## src/rtl/kanagawa_fifo_pkg.sv

```systemverilog
// Shared helpers for the kanagawa FIFO family: counter sizing and
// modulo pointer advance for rings whose slot count need not be a power of two.
package kanagawa_fifo_pkg;

    function automatic int fifo_count_width(input int depth);
        return $clog2(depth + 1);
    endfunction

    function automatic int unsigned fifo_ptr_next(input int unsigned ptr, input int unsigned slots);
        return (ptr + 32'd1 >= slots) ? 32'd0 : ptr + 32'd1;
    endfunction

endpackage

```

## src/rtl/kanagawa_register_fifo_ring.sv

```systemverilog
// Register-based circular overflow ring behind the head register.
// dout always presents the oldest ring entry; the caller tracks occupancy.
module kanagawa_register_fifo_ring
    import kanagawa_fifo_pkg::*;
#(
    parameter int WIDTH = 32,
    parameter int SLOTS = 3
)(
    input  logic             clock,
    input  logic             rst,
    input  logic             clear,
    input  logic             push,
    input  logic             pop,
    input  logic [WIDTH-1:0] din,
    output logic [WIDTH-1:0] dout
);

    localparam int PTR_W = (SLOTS > 1) ? $clog2(SLOTS) : 1;

    logic [WIDTH-1:0] mem [SLOTS];
    logic [PTR_W-1:0] wr_ptr;
    logic [PTR_W-1:0] rd_ptr;

    // Explicit compare-and-wrap; with a single slot both pointers stay at 0.
    always_ff @(posedge clock) begin
        if (!rst || clear) begin
            wr_ptr <= '0;
            rd_ptr <= '0;
        end else begin
            if (push)
                wr_ptr <= PTR_W'(fifo_ptr_next(32'(wr_ptr), SLOTS));
            if (pop)
                rd_ptr <= PTR_W'(fifo_ptr_next(32'(rd_ptr), SLOTS));
        end
    end

    always_ff @(posedge clock) begin
        if (push)
            mem[wr_ptr] <= din;
    end

    assign dout = mem[rd_ptr];

endmodule

```

## src/rtl/kanagawa_register_fifo_skid_deep.sv

```systemverilog
// Deep register skid FIFO: register head drives q, DEPTH-1 entry ring behind it.
// All status outputs are registered from next-state count; control uses private copies.
module kanagawa_register_fifo_skid_deep
    import kanagawa_fifo_pkg::*;
#(
    parameter int WIDTH             = 32,
    parameter int DEPTH             = 4,
    parameter int ALMOST_FULL_LEVEL = DEPTH - 1,
    localparam int CNT_W            = fifo_count_width(DEPTH)
)(
    input  logic             clock,
    input  logic             rst,
    input  logic             clear,
    input  logic             wrreq,
    input  logic [WIDTH-1:0] data,
    output logic             full,
    output logic             almost_full,
    input  logic             rdreq,
    output logic             empty,
    output logic [WIDTH-1:0] q,
    output logic [CNT_W-1:0] count
);

    logic [CNT_W-1:0] cnt_r;
    logic [CNT_W-1:0] cnt_nxt;
    logic             empty_r;
    logic             full_r;
    logic             ring_empty;
    logic             head_from_data;
    logic             ring_push;
    logic             ring_pop;
    logic [WIDTH-1:0] ring_dout;

    assign ring_empty = (cnt_r <= CNT_W'(1));

    // A write bypasses the ring only when nothing older can still be ahead of it.
    always_comb begin
        head_from_data = wrreq && (empty_r || (rdreq && ring_empty));
        ring_push      = wrreq && !head_from_data;
        ring_pop       = rdreq && !ring_empty;
        cnt_nxt        = cnt_r;
        if (wrreq && !rdreq)
            cnt_nxt = cnt_r + CNT_W'(1);
        else if (rdreq && !wrreq)
            cnt_nxt = cnt_r - CNT_W'(1);
    end

    always_ff @(posedge clock) begin
        if (!rst || clear) begin
            cnt_r       <= '0;
            count       <= '0;
            empty_r     <= 1'b1;
            empty       <= 1'b1;
            full_r      <= 1'b0;
            full        <= 1'b0;
            almost_full <= (ALMOST_FULL_LEVEL == 0);
        end else begin
            cnt_r       <= cnt_nxt;
            count       <= cnt_nxt;
            empty_r     <= (cnt_nxt == '0);
            empty       <= (cnt_nxt == '0);
            full_r      <= (cnt_nxt == CNT_W'(DEPTH));
            full        <= (cnt_nxt == CNT_W'(DEPTH));
            almost_full <= (cnt_nxt >= CNT_W'(ALMOST_FULL_LEVEL));
        end
    end

    always_ff @(posedge clock) begin
        if (ring_pop)
            q <= ring_dout;
        else if (head_from_data)
            q <= data;
    end

    kanagawa_register_fifo_ring #(
        .WIDTH (WIDTH),
        .SLOTS (DEPTH - 1)
    ) u_ring (
        .clock (clock),
        .rst   (rst),
        .clear (clear),
        .push  (ring_push),
        .pop   (ring_pop),
        .din   (data),
        .dout  (ring_dout)
    );

`ifndef NO_DYNAMIC_ASSERTS
    always_ff @(posedge clock) begin
        if (rst) begin
            assert (!(wrreq && full_r)) else $error("%m overflow");
            assert (!(rdreq && empty_r)) else $error("%m underflow");
            assert (count == cnt_r && empty == empty_r && full == full_r)
                else $error("%m flag copies diverged");
            assert (cnt_r <= CNT_W'(DEPTH)) else $error("%m count exceeds depth");
            assert (empty_r == (cnt_r == '0)) else $error("%m empty inconsistent");
            assert (full_r == (cnt_r == CNT_W'(DEPTH))) else $error("%m full inconsistent");
        end
    end
`endif

endmodule

```

## config.mk

```make
export PLATFORM = sky130hd
export DESIGN_NAME = kanagawa_register_fifo_skid_deep
export DESIGN_NICKNAME = d
export VERILOG_FILES = /design/src/rtl/kanagawa_fifo_pkg.sv /design/src/rtl/kanagawa_register_fifo_ring.sv /design/src/rtl/kanagawa_register_fifo_skid_deep.sv
export SDC_FILE = /design/constraint.sdc
export NUM_CORES = 1
export LEC_CHECK = 0
export BUFFER_PORTS_ARGS = -buffer_cell sky130_fd_sc_hd__buf_2
export CAP_MARGIN = 15
export CORE_MARGIN = 10
export CORE_UTILIZATION = 35
export DETAILED_ROUTE_END_ITERATION = 8
export PLACE_DENSITY = 0.55
export SLEW_MARGIN = 40
export SYNTH_ARGS = -nofsm -noshare
export SYNTH_HDL_FRONTEND = slang
export SYNTH_SLANG_ARGS = --single-unit
```

## constraint.sdc

```tcl
create_clock -name clock -period 11.9 [get_ports clock]
set_clock_uncertainty 0.1 [all_clocks]
set_input_delay 0.595 -clock clock [delete_from_list [all_inputs] [get_ports clock]]
set_output_delay 0.595 -clock clock [all_outputs]
set_load 0.01 [all_outputs]
```

# Word-level counts from Yosys, hierarchy flattened
# Memory sizes are Yosys's and may differ from the RTL's. A register that Yosys moved wholly into a read port is not among the register bits.
# Cells that the tools add are included.
dict set report op_classes {
  add_sub_neg 4
  n_reduce_logical 15
  muxes 10
  eq_ne 1
  n_lt_le_gt_ge 4
}
# cell count
set op_table {}
lappend op_table {{$mux W32} 2}
lappend op_table {{$ge A3 B2 Y1 const B} 3}
lappend op_table {{$mux W2} 4}
lappend op_table {{$add A2 B1 Y3 const B} 2}
lappend op_table {{$logic_and A1 B1 Y1} 6}
lappend op_table {{$mux W3} 2}
lappend op_table {{$logic_not A1 Y1} 5}
lappend op_table {{$add A3 B1 Y3 const B} 1}
lappend op_table {{$eq A3 B3 Y1 const B} 1}
lappend op_table {{$le A3 B1 Y1 const B} 1}
lappend op_table {{$logic_not A3 Y1} 1}
lappend op_table {{$sub A3 B1 Y3 const B} 1}
lappend op_table {{$logic_or A1 B1 Y1} 2}
lappend op_table {{$mux W1} 2}
lappend op_table {{$reduce_bool A2 Y1} 1}
dict set report totals {
  mem_bits_rw 96
  regBits 42
  memories 1
}
# name depth word_bits rd rd_clocked_by_memory_dff write_ports line
set mem_list {}
lappend mem_list {u_ring.mem 3 32 1 1 1 kanagawa_register_fifo_ring.sv:20} ;# logic [WIDTH-1:0] mem [SLOTS];

# Depth between registers and ports, before layout
dict set report depth {
  word_depth 8
  mapped_depth 6
  mapped_depth_nobuf 5
}

# Modules after synthesis
# A second synthesis with hierarchy kept.
dict set report hier_totals {
  cells_unflattened 335
  area_unflattened_um2 5664.2
}
# module cells_per_inst area_each_um2 seq_area_each_um2 n_inst
set modules_own_cells {}
lappend modules_own_cells {kanagawa_register_fifo_ring 224 3816.2 3002.9 1}
lappend modules_own_cells {kanagawa_register_fifo_skid_deep 111 1848.0 1081.0 1}

# Worst setup path after synthesis
# No wires, ideal clock.
dict set report synth_path {
  kind {register to register}
  start {reg cnt_r[1]}
  end {mem u_ring.mem[2][0] (enable)}
  arrival_ns 3.558
  n_path_buf 0
  stages_incl_launch_ff 6
  path_slack_ns 7.774
  setup_time_ns 0.468
  path_cell_list {dfxtp_1 inv_1 ha_1 o21bai_2 a21bo_2 nor3b_1}
}
dict set report synth_between {
  elab_chain_len 8
}
# item line
set synth_lines {}
lappend synth_lines {{from (decl)} kanagawa_register_fifo_skid_deep.sv:24} ;# logic [CNT_W-1:0] cnt_r;
lappend synth_lines {{from (signal assigned)} kanagawa_register_fifo_skid_deep.sv:58} ;# cnt_r <= cnt_nxt;
lappend synth_lines {{$le A3 B1 Y1} kanagawa_register_fifo_skid_deep.sv:34} ;# assign ring_empty = (cnt_r <= CNT_W'(1));
lappend synth_lines {{$logic_and A1 B1 Y1} kanagawa_register_fifo_skid_deep.sv:38} ;# head_from_data = wrreq && (empty_r || (rdreq && ring_empty));
lappend synth_lines {{$logic_or A1 B1 Y1} kanagawa_register_fifo_skid_deep.sv:38}
lappend synth_lines {{$logic_and A1 B1 Y1} kanagawa_register_fifo_skid_deep.sv:38}
lappend synth_lines {{$logic_not A1 Y1} kanagawa_register_fifo_skid_deep.sv:39} ;# ring_push = wrreq && !head_from_data;
lappend synth_lines {{$logic_and A1 B1 Y1} kanagawa_register_fifo_skid_deep.sv:39}
lappend synth_lines {{$mux W1} kanagawa_register_fifo_ring.sv:38} ;# if (push)
lappend synth_lines {{$mux W1 (not written as such)} kanagawa_register_fifo_ring.sv:39} ;# mem[wr_ptr] <= din;
lappend synth_lines {{to (decl)} kanagawa_register_fifo_ring.sv:20}
# Every way passes these cells.

# Worst setup path after layout
dict set report layout_path {
  start {reg cnt_r[1]}
  end {mem u_ring.mem[2][15] (enable)}
}
# The elaborated chain is that of the path after synthesis.

==> impl_metrics.csv <==
group,metric,value,unit
timing,slew_viol_final,0,
place,pre_cts_slack,9.005,ns
synth,yosys_warnings,0,
timing,period_needed,2.816,ns
clock_network,tritoncts,"yes",
grt,use_met2,16.47,%
setup_path,worstSetupPathType,"flop to flop",
hold_path,hold-path-cell-count,1,
route,antenna_left,0,
flow_run,cap_violations,0,
clock_network,cts-root-buf,"clkbuf_16",
place,port_buffers,74,
clock_network,clk_latency,0.42,ns
grt,grt_util_met3,4.502,%
setup_path,arrival,2.79,ns
route,totalWireLength,11030,um
place,placedInstanceArea,0.006145,mm^2
grt,antenna_found_initial,2,
synth,syn_nets,377,
power_and_ir_drop,power,1150,uW
synth,synth_mux_area_share,13.03,%
timing,finalWorstSetupSlack,9.084,ns
clock_network,path_clk_slew,0.06,ns
floorplanning,io-pin-count,75,
cells_and_area,layout_commonest_cell,"edfxtp_1",
grt,grt-ovfl-total,0,
route,wire_per_inst,17.05,um
place,dp_hpwl,6592,um
route,avgViaCountPerCell,4.675,
clock_network,cts_resized,0,
synth,synth_fa_ha_area_share,0.6787,%
synth,ys_ff_latch,140,
clock_network,hold_buffers,0,
cells_and_area,fin_area,0.006733,mm^2
cells_and_area,drive_gt1_share,34.41,%
timing,fin_crit_sh,23.66,%
timing,relSlewSlack,49.21,%
cells_and_area,fillers,1394,
floorplanning,initial_core_util,35.98,%
clock_network,cts_setup_buffers,0,
synth,ys_seq_area_share,73.85,%
status,status,"finished clean",
cells_and_area,seqCellArea,0.004086,mm^2
route,vias,3025,
setup_path,worstPathRequired,11.88,ns
timing,finalSetupViolCount,0,
timing,setup_tns,0,ns
synth,synth-simple-area-share,5.068,%
floorplanning,die_width,145.7,um
cells_and_area,fin_util,43.80,%
cells_and_area,area_growth_syn_to_layout,21.74,%
synth,synth_compound_area_share,5.226,%
setup_path,worst-r2r-setup-slack,9.08,ns
hold_path,hp-start,"data[17]",
clock_network,htreeDepth,4,
floorplanning,rows,45,
route,dr.pass1.iters,4,
hold_path,holdPathEnd,"u_ring.mem[0][17]",
setup_path,crit_path_end_kind,"flop",
grt,grt_max_degree,65,
grt,grt_pass1_vias,3149,
floorplanning,dieArea,0.02123,mm^2
route,drc,0,
synth,synth_top_family_by_area,"multiplexers",
clock_network,cts_buffer_depth,2,
synth,synth_cell_types,34,
grt,busiest_layer,"met2",
hold_path,hp-class,"primary input to flop",
grt,grt_pass1_wl,17420,um
clock_network,cts_sinks,140,
setup_path,r2r_end,"u_ring.mem[2][15]",
floorplanning,core-area,0.01537,mm^2
place,gp_congestion,0.7321,
clock_network,cts_buffers,17,
synth,synth_area,0.005530,mm^2
floorplanning,die_y,145.7,um
route,drtIter0Drc,181,
setup_path,crit_fanout,24,
setup_path,rr_startpoint,"cnt_r[1]",
power_and_ir_drop,p_per_area,170.8,mW/mm^2
cells_and_area,nets,460,
setup_path,critPathLaunchType,"flop",
cells_and_area,multi_input_area,0.001368,mm^2
synth,syn_inst,337,
grt,met1_usage,12.55,%
synth,synth_xor_area_share,0.3167,%
grt,grt_usage,10.75,%
timing,rsz0062_at_grt,"false",
synth,post_synth.cell_area_avg,16.41,um^2
timing,hold_viol_final,0,
cells_and_area,final_cell_mix,"edfxtp_1 (128), buf_2 (74), mux2i_1 (36), nand2_1 (36), o21ai_0 (33)",
setup_path,r2r_cells,6,
timing,fmax,355.2,MHz
timing,worstMarginPinSlew,0.7586,ns
power_and_ir_drop,max-vdd-ir-drop,0.0001119,V
power_and_ir_drop,p_leak,0.002260,uW
area by class of cell:
cell class / instances / share of cell area [%]
antenna: 3 / 0.1115
clock buffer: 17 / 6.319
clock inverter: 15 / 2.304
inverter: 3 / 0.1673
multi-input combinational: 178 / 20.31
sequential: 140 / 60.70
tap: 211 / 3.921
timing repair buffer: 80 / 6.170
sequential cells by signal, indices dropped and copies added, names as in the netlist, named ones only:
name and count:
full 1, q 32, cnt_r 3, u_ring.mem 96
almost_full 1, u_ring.rd_ptr 2, empty_r 1, u_ring.wr_ptr 2
cells in the mapped netlist, drive strengths merged:
master  instances  share of area [%]
edfxtp        128                 70
mux2i          36                6.5
nand2          36                2.4
o21ai          33                3.0
mux2           32                6.5
dfxtp          12                4.3
buf             9                1.2
clkbuf          7               0.48
nand3b          4               0.54
a211oi          3               0.41
a21o            3               0.41
ha              3               0.68
inv             3               0.20
nor2            3               0.20
nor2b           3               0.34
nor3b           3               0.41
a21boi          2               0.48
nand3           2               0.18
or3             2               0.23
xnor2           2               0.32
a211o           1               0.16
a21bo           1               0.18
a21oi           1              0.090
a31o            1               0.16
a41oi           1               0.16
and3b           1               0.16
and4b           1               0.18
nand2b          1               0.11
nor3            1              0.090
nor4bb          1               0.18
o21bai          1               0.20
worst max-delay path by stage:
stage | end | from | cells past startpoint
2_1_floorplan | u_ring.mem[2][0] | cnt_r[1] | 5
3_3_place_gp | q[14] | cnt_r[1] | 6
3_5_place_dp | u_ring.mem[2][20] | wrreq | 5
4_1_cts | u_ring.mem[2][12] | cnt_r[1] | 6
5_1_grt | u_ring.mem[2][15] | cnt_r[1] | 6
6_report | u_ring.mem[2][15] | cnt_r[1] | 6
routing by layer:
| layer | vias up | routed length (um) |
|---|---|---|
| met2 | 76 | 5234 |
| met3 | 17 | 610 |
| met4 | 0 | 212 |
| met1 | 1465 | 4975 |
| li1 | 1467 | - |
| met5 | - | 0 |
critical path, cell delays in order (launching register included):
cell and delay (ns):
dfxtp_1 0.45, inv_1 0.10, ha_1 0.18, o21bai_2 0.23, a21bo_2 0.25, nor3b_2 0.65, buf_4 0.48
metrics by stage:
step           instances  hold WS (ns)
6_report             647        0.2899
5_1_grt              645        0.2801
4_1_cts              644        0.2692
3_5_place_dp         612        0.3812
3_3_place_gp         612        0.3590
2_1_floorplan        337        0.3537
power by group:
part	switching, uW	internal (uW)	leakage (uW)
clock	193	324	0.000284
sequential	5.18	556	0.00128
combinational	40.7	30.7	0.000699
logic make-up after synthesis:
kind of cell / after synthesis
adders and majority gates: 3
and+or+nand+nor: 58
buffers and inverters: 19
DFF: 140
xor gates and xnor gates: 2
muxes: 68
AOI/OAI and AO/OA: 47
No activity file was read; power rests on OpenSTA's default activity.
